==> src/rtl/step_debouncer.sv <==
`default_nettype none
// ============================================================================
//  Module      : step_debouncer
//  Description : Conditions the raw active-low single-step push-button.
//                It synchronises the pin and debounces it into a one-cycle
//                strobe that advances the PC. It also exports the debounced
//                level and a wrapping count of accepted pulses.
//  Revision    : 1.0 - initial release
// ----------------------------------------------------------------------------
//  Parameters
//    DEBOUNCE_CYCLES     stable cycles needed to accept a level change (>= 2)
//    REPEAT_DELAY_CYCLES held time before the first auto-repeat pulse
//    REPEAT_RATE_CYCLES  spacing between later auto-repeat pulses
//    CNT_W               width of press_count
//  Ports
//    clk           in   system clock
//    reset         in   asynchronous reset, active low
//    button        in   raw button, active low, asynchronous to clk
//    button_pulse  out  one-cycle strobe per accepted press / repeat
//    button_level  out  debounced state, 1 = pressed
//    press_count   out  number of accepted pulses, wraps modulo 2^CNT_W
//  Build option
//    STEP_DEBOUNCE_AUTOREPEAT_EN : when defined, a held button auto-repeats
// ============================================================================
module step_debouncer #(
    parameter int DEBOUNCE_CYCLES     = 500000,
    parameter int REPEAT_DELAY_CYCLES = 25000000,
    parameter int REPEAT_RATE_CYCLES  = 5000000,
    parameter int CNT_W               = 8
) (
    input  logic             clk,
    input  logic             reset,
    input  logic             button,
    output logic             button_pulse,
    output logic             button_level,
    output logic [CNT_W-1:0] press_count
);

    localparam int MAX_DR   = (DEBOUNCE_CYCLES > REPEAT_DELAY_CYCLES) ?
                              DEBOUNCE_CYCLES : REPEAT_DELAY_CYCLES;
    localparam int MAX_ALL  = (MAX_DR > REPEAT_RATE_CYCLES) ? MAX_DR : REPEAT_RATE_CYCLES;
    localparam int CNT_BITS = $clog2(MAX_ALL + 1);

    localparam logic [CNT_BITS-1:0] DB_LAST = CNT_BITS'(DEBOUNCE_CYCLES - 1);
    localparam logic [CNT_BITS-1:0] CNT_ONE = CNT_BITS'(1);

    typedef enum logic [1:0] {
        IDLE      = 2'd0,
        PRESS_CHK = 2'd1,
        HELD      = 2'd2,
        REL_CHK   = 2'd3
    } state_t;

    state_t              state_q,  state_d;
    logic [1:0]          sync_q,   sync_d;
    logic [1:0]          warm_q,   warm_d;
    logic                armed_q,  armed_d;
    logic [CNT_BITS-1:0] cnt_q,    cnt_d;
    logic                pulse_q,  pulse_d;
    logic                level_q,  level_d;
    logic [CNT_W-1:0]    count_q,  count_d;
    logic                s;

`ifdef STEP_DEBOUNCE_AUTOREPEAT_EN
    localparam logic [CNT_BITS-1:0] DELAY_LAST = CNT_BITS'(REPEAT_DELAY_CYCLES - 1);
    localparam logic [CNT_BITS-1:0] RATE_LAST  = CNT_BITS'(REPEAT_RATE_CYCLES - 1);
    // Set once the first repeat has fired; later repeats use the faster rate.
    logic                rep_q,    rep_d;
`endif

    always_comb begin
        // sync_q[0] is the first synchroniser stage; s is the active-high level.
        s       = ~sync_q[1];
        sync_d  = {sync_q[0], button};

        // The synchroniser flops reset to "released", so s reads 0 for two
        // edges after reset regardless of the pin. warm_q marks when sync_q[1]
        // holds a real sample; presses are only accepted after a genuine
        // release has been seen, so a button held through reset never pulses.
        warm_d  = {warm_q[0], 1'b1};
        armed_d = armed_q | (warm_q[1] & ~s);

        state_d = state_q;
        cnt_d   = cnt_q;
        pulse_d = 1'b0;
        level_d = level_q;
        count_d = count_q;
`ifdef STEP_DEBOUNCE_AUTOREPEAT_EN
        rep_d   = rep_q;
`endif

        case (state_q)
            IDLE: begin
                if (s && armed_q) begin
                    state_d = PRESS_CHK;
                    cnt_d   = CNT_ONE;
                end
            end
            PRESS_CHK: begin
                if (!s) begin
                    state_d = IDLE;
                    cnt_d   = '0;
                end else if (cnt_q == DB_LAST) begin
                    state_d = HELD;
                    level_d = 1'b1;
                    pulse_d = 1'b1;
                    count_d = count_q + 1'b1;
                    cnt_d   = '0;
`ifdef STEP_DEBOUNCE_AUTOREPEAT_EN
                    rep_d   = 1'b0;
`endif
                end else begin
                    cnt_d   = cnt_q + 1'b1;
                end
            end
            HELD: begin
                if (!s) begin
                    state_d = REL_CHK;
                    cnt_d   = CNT_ONE;
                end else begin
`ifdef STEP_DEBOUNCE_AUTOREPEAT_EN
                    if (cnt_q == (rep_q ? RATE_LAST : DELAY_LAST)) begin
                        pulse_d = 1'b1;
                        count_d = count_q + 1'b1;
                        cnt_d   = '0;
                        rep_d   = 1'b1;
                    end else begin
                        cnt_d   = cnt_q + 1'b1;
                    end
`endif
                end
            end
            REL_CHK: begin
                if (s) begin
                    // Release was a glitch; repeat timing restarts from the
                    // initial delay.
                    state_d = HELD;
                    cnt_d   = '0;
`ifdef STEP_DEBOUNCE_AUTOREPEAT_EN
                    rep_d   = 1'b0;
`endif
                end else if (cnt_q == DB_LAST) begin
                    state_d = IDLE;
                    level_d = 1'b0;
                    cnt_d   = '0;
                end else begin
                    cnt_d   = cnt_q + 1'b1;
                end
            end
            default: begin
                state_d = IDLE;
                cnt_d   = '0;
            end
        endcase
    end

    always_ff @(posedge clk or negedge reset) begin
        if (!reset) begin
            state_q <= IDLE;
            sync_q  <= 2'b11;
            warm_q  <= 2'b00;
            armed_q <= 1'b0;
            cnt_q   <= '0;
            pulse_q <= 1'b0;
            level_q <= 1'b0;
            count_q <= '0;
`ifdef STEP_DEBOUNCE_AUTOREPEAT_EN
            rep_q   <= 1'b0;
`endif
        end else begin
            state_q <= state_d;
            sync_q  <= sync_d;
            warm_q  <= warm_d;
            armed_q <= armed_d;
            cnt_q   <= cnt_d;
            pulse_q <= pulse_d;
            level_q <= level_d;
            count_q <= count_d;
`ifdef STEP_DEBOUNCE_AUTOREPEAT_EN
            rep_q   <= rep_d;
`endif
        end
    end

    assign button_pulse = pulse_q;
    assign button_level = level_q;
    assign press_count  = count_q;

endmodule
`default_nettype wire
==> config.mk <==
export PLATFORM = sky130hd
export DESIGN_NAME = step_debouncer
export DESIGN_NICKNAME = d
export VERILOG_FILES = /design/src/rtl/step_debouncer.sv
export SDC_FILE = /design/constraint.sdc
export NUM_CORES = 1
export LEC_CHECK = 0
export BUFFER_PORTS_ARGS = -buffer_cell sky130_fd_sc_hd__buf_2
export CAP_MARGIN = 10
export CORE_MARGIN = 10
export CORE_UTILIZATION = 50
export CTS_CLUSTER_DIAMETER = 60
export DETAILED_ROUTE_END_ITERATION = 10
export GPL_TIMING_DRIVEN = 0
export PLACE_DENSITY = 0.67
export SLEW_MARGIN = 20
export SYNTH_ARGS = -nofsm -noshare
export SYNTH_HDL_FRONTEND = slang
export SYNTH_SLANG_ARGS = --single-unit
==> constraint.sdc <==
create_clock -name clk -period 3.7 [get_ports clk]
set_input_delay 0.185 -clock clk [delete_from_list [all_inputs] [get_ports clk]]
set_output_delay 0.185 -clock clk [all_outputs]
set_load 0.01 [all_outputs]
Yosys cells after proc, flatten, opt, wreduce, memory -nomap -nowiden --
Cells that the tools add are included.
Word-level totals: logic and storage cells 53, input port bits 3, register bits 42, output and inout port bits 10
Cells by class: reductions and logical operators 7, add/subtract/negate cells 2, bitwise logic cells 3, muxes and demuxes 21, equal/unequal tests 12
Operator list (number):
- 25-bit two-way mux | 5
- 25-bit one-hot mux with 4 select lines | 1
- 25-bit by 1-bit adder with 25-bit output (second input constant) | 1
- 25-bit by 19-bit == test with 1-bit output (second input constant) | 1
- 2-bit two-way mux | 6
- 2-bit != test (second input constant) | 6
- 8-bit by 1-bit adder with 8-bit output (second input constant) | 1
- 2-bit one-hot mux with 4 select lines | 1
- 1-bit two-way mux | 7
- 3-bit != test (second input constant) | 2
- 5-bit AND reduction | 1
- 2-bit == test (second input constant) | 2
- 4-bit AND reduction | 1
- 3-bit AND reduction | 1
- 2-bit by 1-bit == test with 1-bit output (second input constant) | 1
- 2-bit zero test | 1
- 1-bit one-hot mux with 2 select lines | 1
- 2-bit AND reduction | 1
- 2-bit nonzero test | 1
- 1-bit bitwise AND | 1
- 1-bit logical AND | 1
- 1-bit NOT | 1
- 1-bit bitwise OR | 1

Logic depth before layout (Yosys ltp) --
word-level depth 4, depth in mapped cells 8, mapped depth without buffers 6

Worst setup path after synthesis --
Ideal clock, no wire load.
kind register to register, start reg cnt_q[19], end reg cnt_q[3], path buffers 3, clock period less this slack 1862 ps, slack 1838 ps, required time 3579 ps, library setup time 121 ps, stages on the path, launching flop included 8, arrival 1741 ps, cells stage by stage dfrtp_1 -> buf_6 -> or4_1 -> nor3_2 -> a21oi_2 -> buf_6 -> buf_6 -> a22o_1
On the way: longest elaborated chain between the ends 4, elaborated cells on any way between the ends 5, classes of those cells eq/ne: 1; mux: 4
RTL lines:
- start, declared | line 58 | logic [CNT_BITS-1:0] cnt_q, cnt_d;
- start signal, assigned | line 175 | cnt_q <= cnt_d;
- 25-bit by 19-bit == test with 1-bit output * | line 103, 142
- 25-bit two-way mux * | line 103, 142
- 25-bit two-way mux (on tied branches) | line 134, 100
- 25-bit one-hot mux with 4 select lines * | line 92 | case (state_q)
Mark *: on every way between the ends. The rest lies on a longest branch, timed or not. A chain may end at the register's enable or synchronous reset.

Final worst setup path --
start reg sync_q[1], end reg cnt_q[4]
On the way: longest elaborated chain between the ends 4, elaborated cells on any way between the ends 8, classes of those cells eq/ne: 2; mux: 3; bitwise: 1; reduce/logical: 2
RTL lines:
- start, declared | line 55 | logic [1:0] sync_q, sync_d;
- start signal, assigned | line 172 | sync_q <= sync_d;
- 1-bit NOT (no line)
- 1-bit logical AND | line 94 | if (s && armed_q) begin
- 2-bit != test (no line)
- 2-bit AND reduction (no line)
Parallel ways exist; a longest one is shown, timed or not.

==> impl_metrics.toml <==
[detailed_routing]
routedWlPerCell_um = 16.5
viasPerCell = 6.10
ant_nets = 0
dr.pass1.iters = 4
wirelength_um = 5040
drc = 0
route.vias.total = 1867
dr.first_iter.drc_count = 133

[setup_path]
r2r_slack_ns = 1.48
required_ns = 3.91
cp_max_fo = 10
cp-endpoint = "cnt_q[4]"
critPathArrivalTime_ns = 2.43
crit_type = "flip-flop to flip-flop"
cp-start-kind = "flip-flop"
cp_cell_sequence = "nor2_1 -> a21oi_1 -> and2_1 -> clkbuf_1 -> clkbuf_1 -> o21ai_0 -> o31ai_1"
reg2regPathDepth = 7
end_kind = "flip-flop"
reg2reg_to = "cnt_q[4]"
crit_path_frequent_cell = "clkbuf_1"
crit_slowest_cell = "dfstp_2"
r2r_start = "sync_q[1]"
critPathMaxStageDelay_ns = 0.57
startpoint = "sync_q[1]"

[sta]
hold_viol = 0
finalCritPeriodShare_pct = 60.1
fin_setup_tns_ns = 0
worstMarginPinSlew_ns = 0.907
rsz0062_at_grt = "false"
relSlewSlack_pct = 39.5
worst_slack_ns = 1.48
fin_skew_ns = 0.00742
setup_viol = 0
fin_crit_ns = 2.22
fmax_mhz = 450
drv_slew = 0

[floorplan]
die_area_um2 = 7580
die_w_um = 87.1
die-height_um = 87.1
io_pins = 13
rows = 24
coreArea_um2 = 4350
start_util_pct = 51.7

[synthesis]
yosysSeqAreaShare_pct = 46.8
yosysWarnings = 0
syn_inst = 233
syn_area_per_cell_um2 = 9.66
synth_edf_count = 0
synth_seq_cells = 42
yosysMostFrequentCell = "dfrtp_1"
synth_ff_type = "dfrtp_1"
async_flop_share_pct = 100
synth.area.top_cells = "dfrtp_1, nand3_1, a31oi_1"
synth_common_cells = "dfrtp_1, nand3_1, nand2_1, a21oi_1, a31oi_1"
netlist.area_leader.share_pct = 44.5
synthesis.area_um2 = 2250
synth_cell_type_count = 51
synth_area_leader_cell = "dfrtp_1"
synth_fp_nets = 238

[clock_tree]
ctsResizeCount = 0
post_cts_buffers = 0
tritoncts = "done"
htree_levels = 2
holdBufCountCts = 1
numCtsBuffers = 5
clkTransAtPathRegs_ns = 0.08
clk_latency_ns = 0.30
clock-sinks = 42
cts-root-buf = "clkbuf_8"
clockBufferDepth = 2

[cells_and_area]
area.sequential_um2 = 1050
final_nets = 258
n_antenna_cell = 0
fin_area_um2 = 2490
syn2layout_area_growth_pct = 10.9
multiInputGateArea_um2 = 1070
final_layout_size_suffix_gt1_share_pct = 16.5
n_fill_cell = 396

[power_and_ir_drop]
total_power_uw = 1070
p_int_uw = 748
power_frac_comb_pct = 19.0
p_seq_share_pct = 46.9
max-vdd-ir-drop_uv = 223
power_density_nw_per_um2 = 429
swShare_pct = 30.2
p_clk_share_pct = 34.1
power.leakage_uw = 0.00107
p_switching_uw = 323

[placement]
gp_congestion = 0.876
dpl_cell_area_um2 = 2370
pre_cts_ws_ns = 1.54
hpwl_um = 3390
port_buffers = 12

[grt]
grt_max_degree = 43
grt_pass1_wl_um = 8560
grt_use_total_pct = 13.9
antenna_found_initial = 0
grt_pass1_vias = 1734
grt_overflow = 0

[outcome]
outcome = "complete, no violations"

[hold_path]
hold_path_class = "input pin to asynchronous set/reset pin"

[job]
drv_cap = 0
-- layout make-up --
| class | count | area share, % |
|---|---|---|
| clock inverters | 2 | 1.50 |
| repair buffers | 13 | 2.81 |
| clock buffers | 6 | 2.91 |
| inverters | 9 | 1.35 |
| well taps | 52 | 2.61 |
| flip-flops and latches | 42 | 42.2 |
| multi-input cells | 168 | 42.9 |
| plain buffers | 14 | 3.66 |
-- per-layer routing --
| layer | vias to the layer above | global-route usage, % | wire [um] |
|---|---|---|---|
| li1 | 907 | - | - |
| met1 | 905 | 18.7 | 2340 |
| met2 | 48 | 21.5 | 2280 |
| met3 | 7 | 3.93 | 352 |
| met4 | 0 | 3.53 | 67 |
| met5 | - | 0 | 0 |
-- logic make-up (layout without fill, tap and decap cells) --
logic type                 count (synthesis)  in the layout  share of synthesized area [%]
AOI/OAI and AO/OA                         53             53                           14.5
and+or+nand+nor                           97             97                           25.6
adders and majority gates                  2              2                           1.11
muxes                                      7              7                           3.17
DFF                                       42             42                           46.8
xor gates and xnor gates                   8              8                           3.11
buffers and inverters                     23             44                           5.56
other                                      1              1                          0.167
-- placed cells by master, fill, tap and decap left out, types with 2 or more instances in the layout --
cell type | synthesis | routed
mux2i_1 | 6 | 6
clkbuf_8 | 0 | 5
a22o_1 | 2 | 2
clkbuf_1 | 3 | 4
o21ai_0 | 11 | 11
nor3_1 | 6 | 6
and3_1 | 7 | 7
a21oi_1 | 16 | 16
and2_1 | 2 | 2
buf_6 | 4 | 4
dfrtp_1 | 40 | 40
buf_2 | 7 | 19
xor2_1 | 3 | 3
nor4_1 | 3 | 3
nor4b_1 | 4 | 4
nand4_1 | 8 | 8
dfstp_2 | 2 | 2
nand2b_1 | 2 | 2
nand2_1 | 17 | 17
xnor2_1 | 5 | 5
or4_1 | 3 | 3
ha_1 | 2 | 2
nand3_1 | 18 | 18
nor2_1 | 10 | 10
inv_1 | 9 | 9
nand4b_1 | 2 | 2
a31oi_1 | 13 | 13
nor4_2 | 3 | 3
and4_1 | 2 | 2
-- worst min path at each step --
stage                       from                    endpoint  slack [ns]  cells after the start
final                      reset              press_count[5]       0.007                      1
after global routing       reset              press_count[7]        0.08                      1
after CTS                  reset              press_count[3]        0.05                      1
after detailed placement  button                   sync_q[0]        0.29                      1
after global placement    button                   sync_q[0]        0.29                      1
after floorplan            reset  asynchronous set/reset pin       -0.11                      0
-- flip-flops by register name, indices dropped and copies added, names as in the netlist, named ones only --
signal,flops
armed_q,1
button_level,1
button_pulse,1
cnt_q,25
press_count,8
state_q,1
sync_q,2
warm_q,2
-- worst max-delay path, delay by kind of cell, from the launching register on --
kind,cells,cell delay [ns]
flops,1,0.57
simple gates,2,0.23
compound gates,3,0.52
buf+inv,2,0.81
-- power groups by stage --
stage | Combinational [uW] | Sequential [uW] | Clock, uW
after floorplan | 143 | 505 | 0
after global routing | 228 | 507 | 388
final | 204 | 502 | 365
after global placement | 199 | 510 | 0
after CTS | 206 | 502 | 373
after detailed placement | 203 | 512 | 0
-- through the flow --
step | instances | hold slack, ns | utilization, %
2_1_floorplan | 233 | -0.111 | -
3_3_place_gp | 297 | 0.291 | 54.5
3_5_place_dp | 297 | 0.293 | 54.5
4_1_cts | 306 | 0.0548 | 57.3
5_1_grt | 306 | 0.0838 | 57.3
6_report | 306 | 0.00712 | 57.3
No activity file was read; power rests on OpenSTA's default activity.
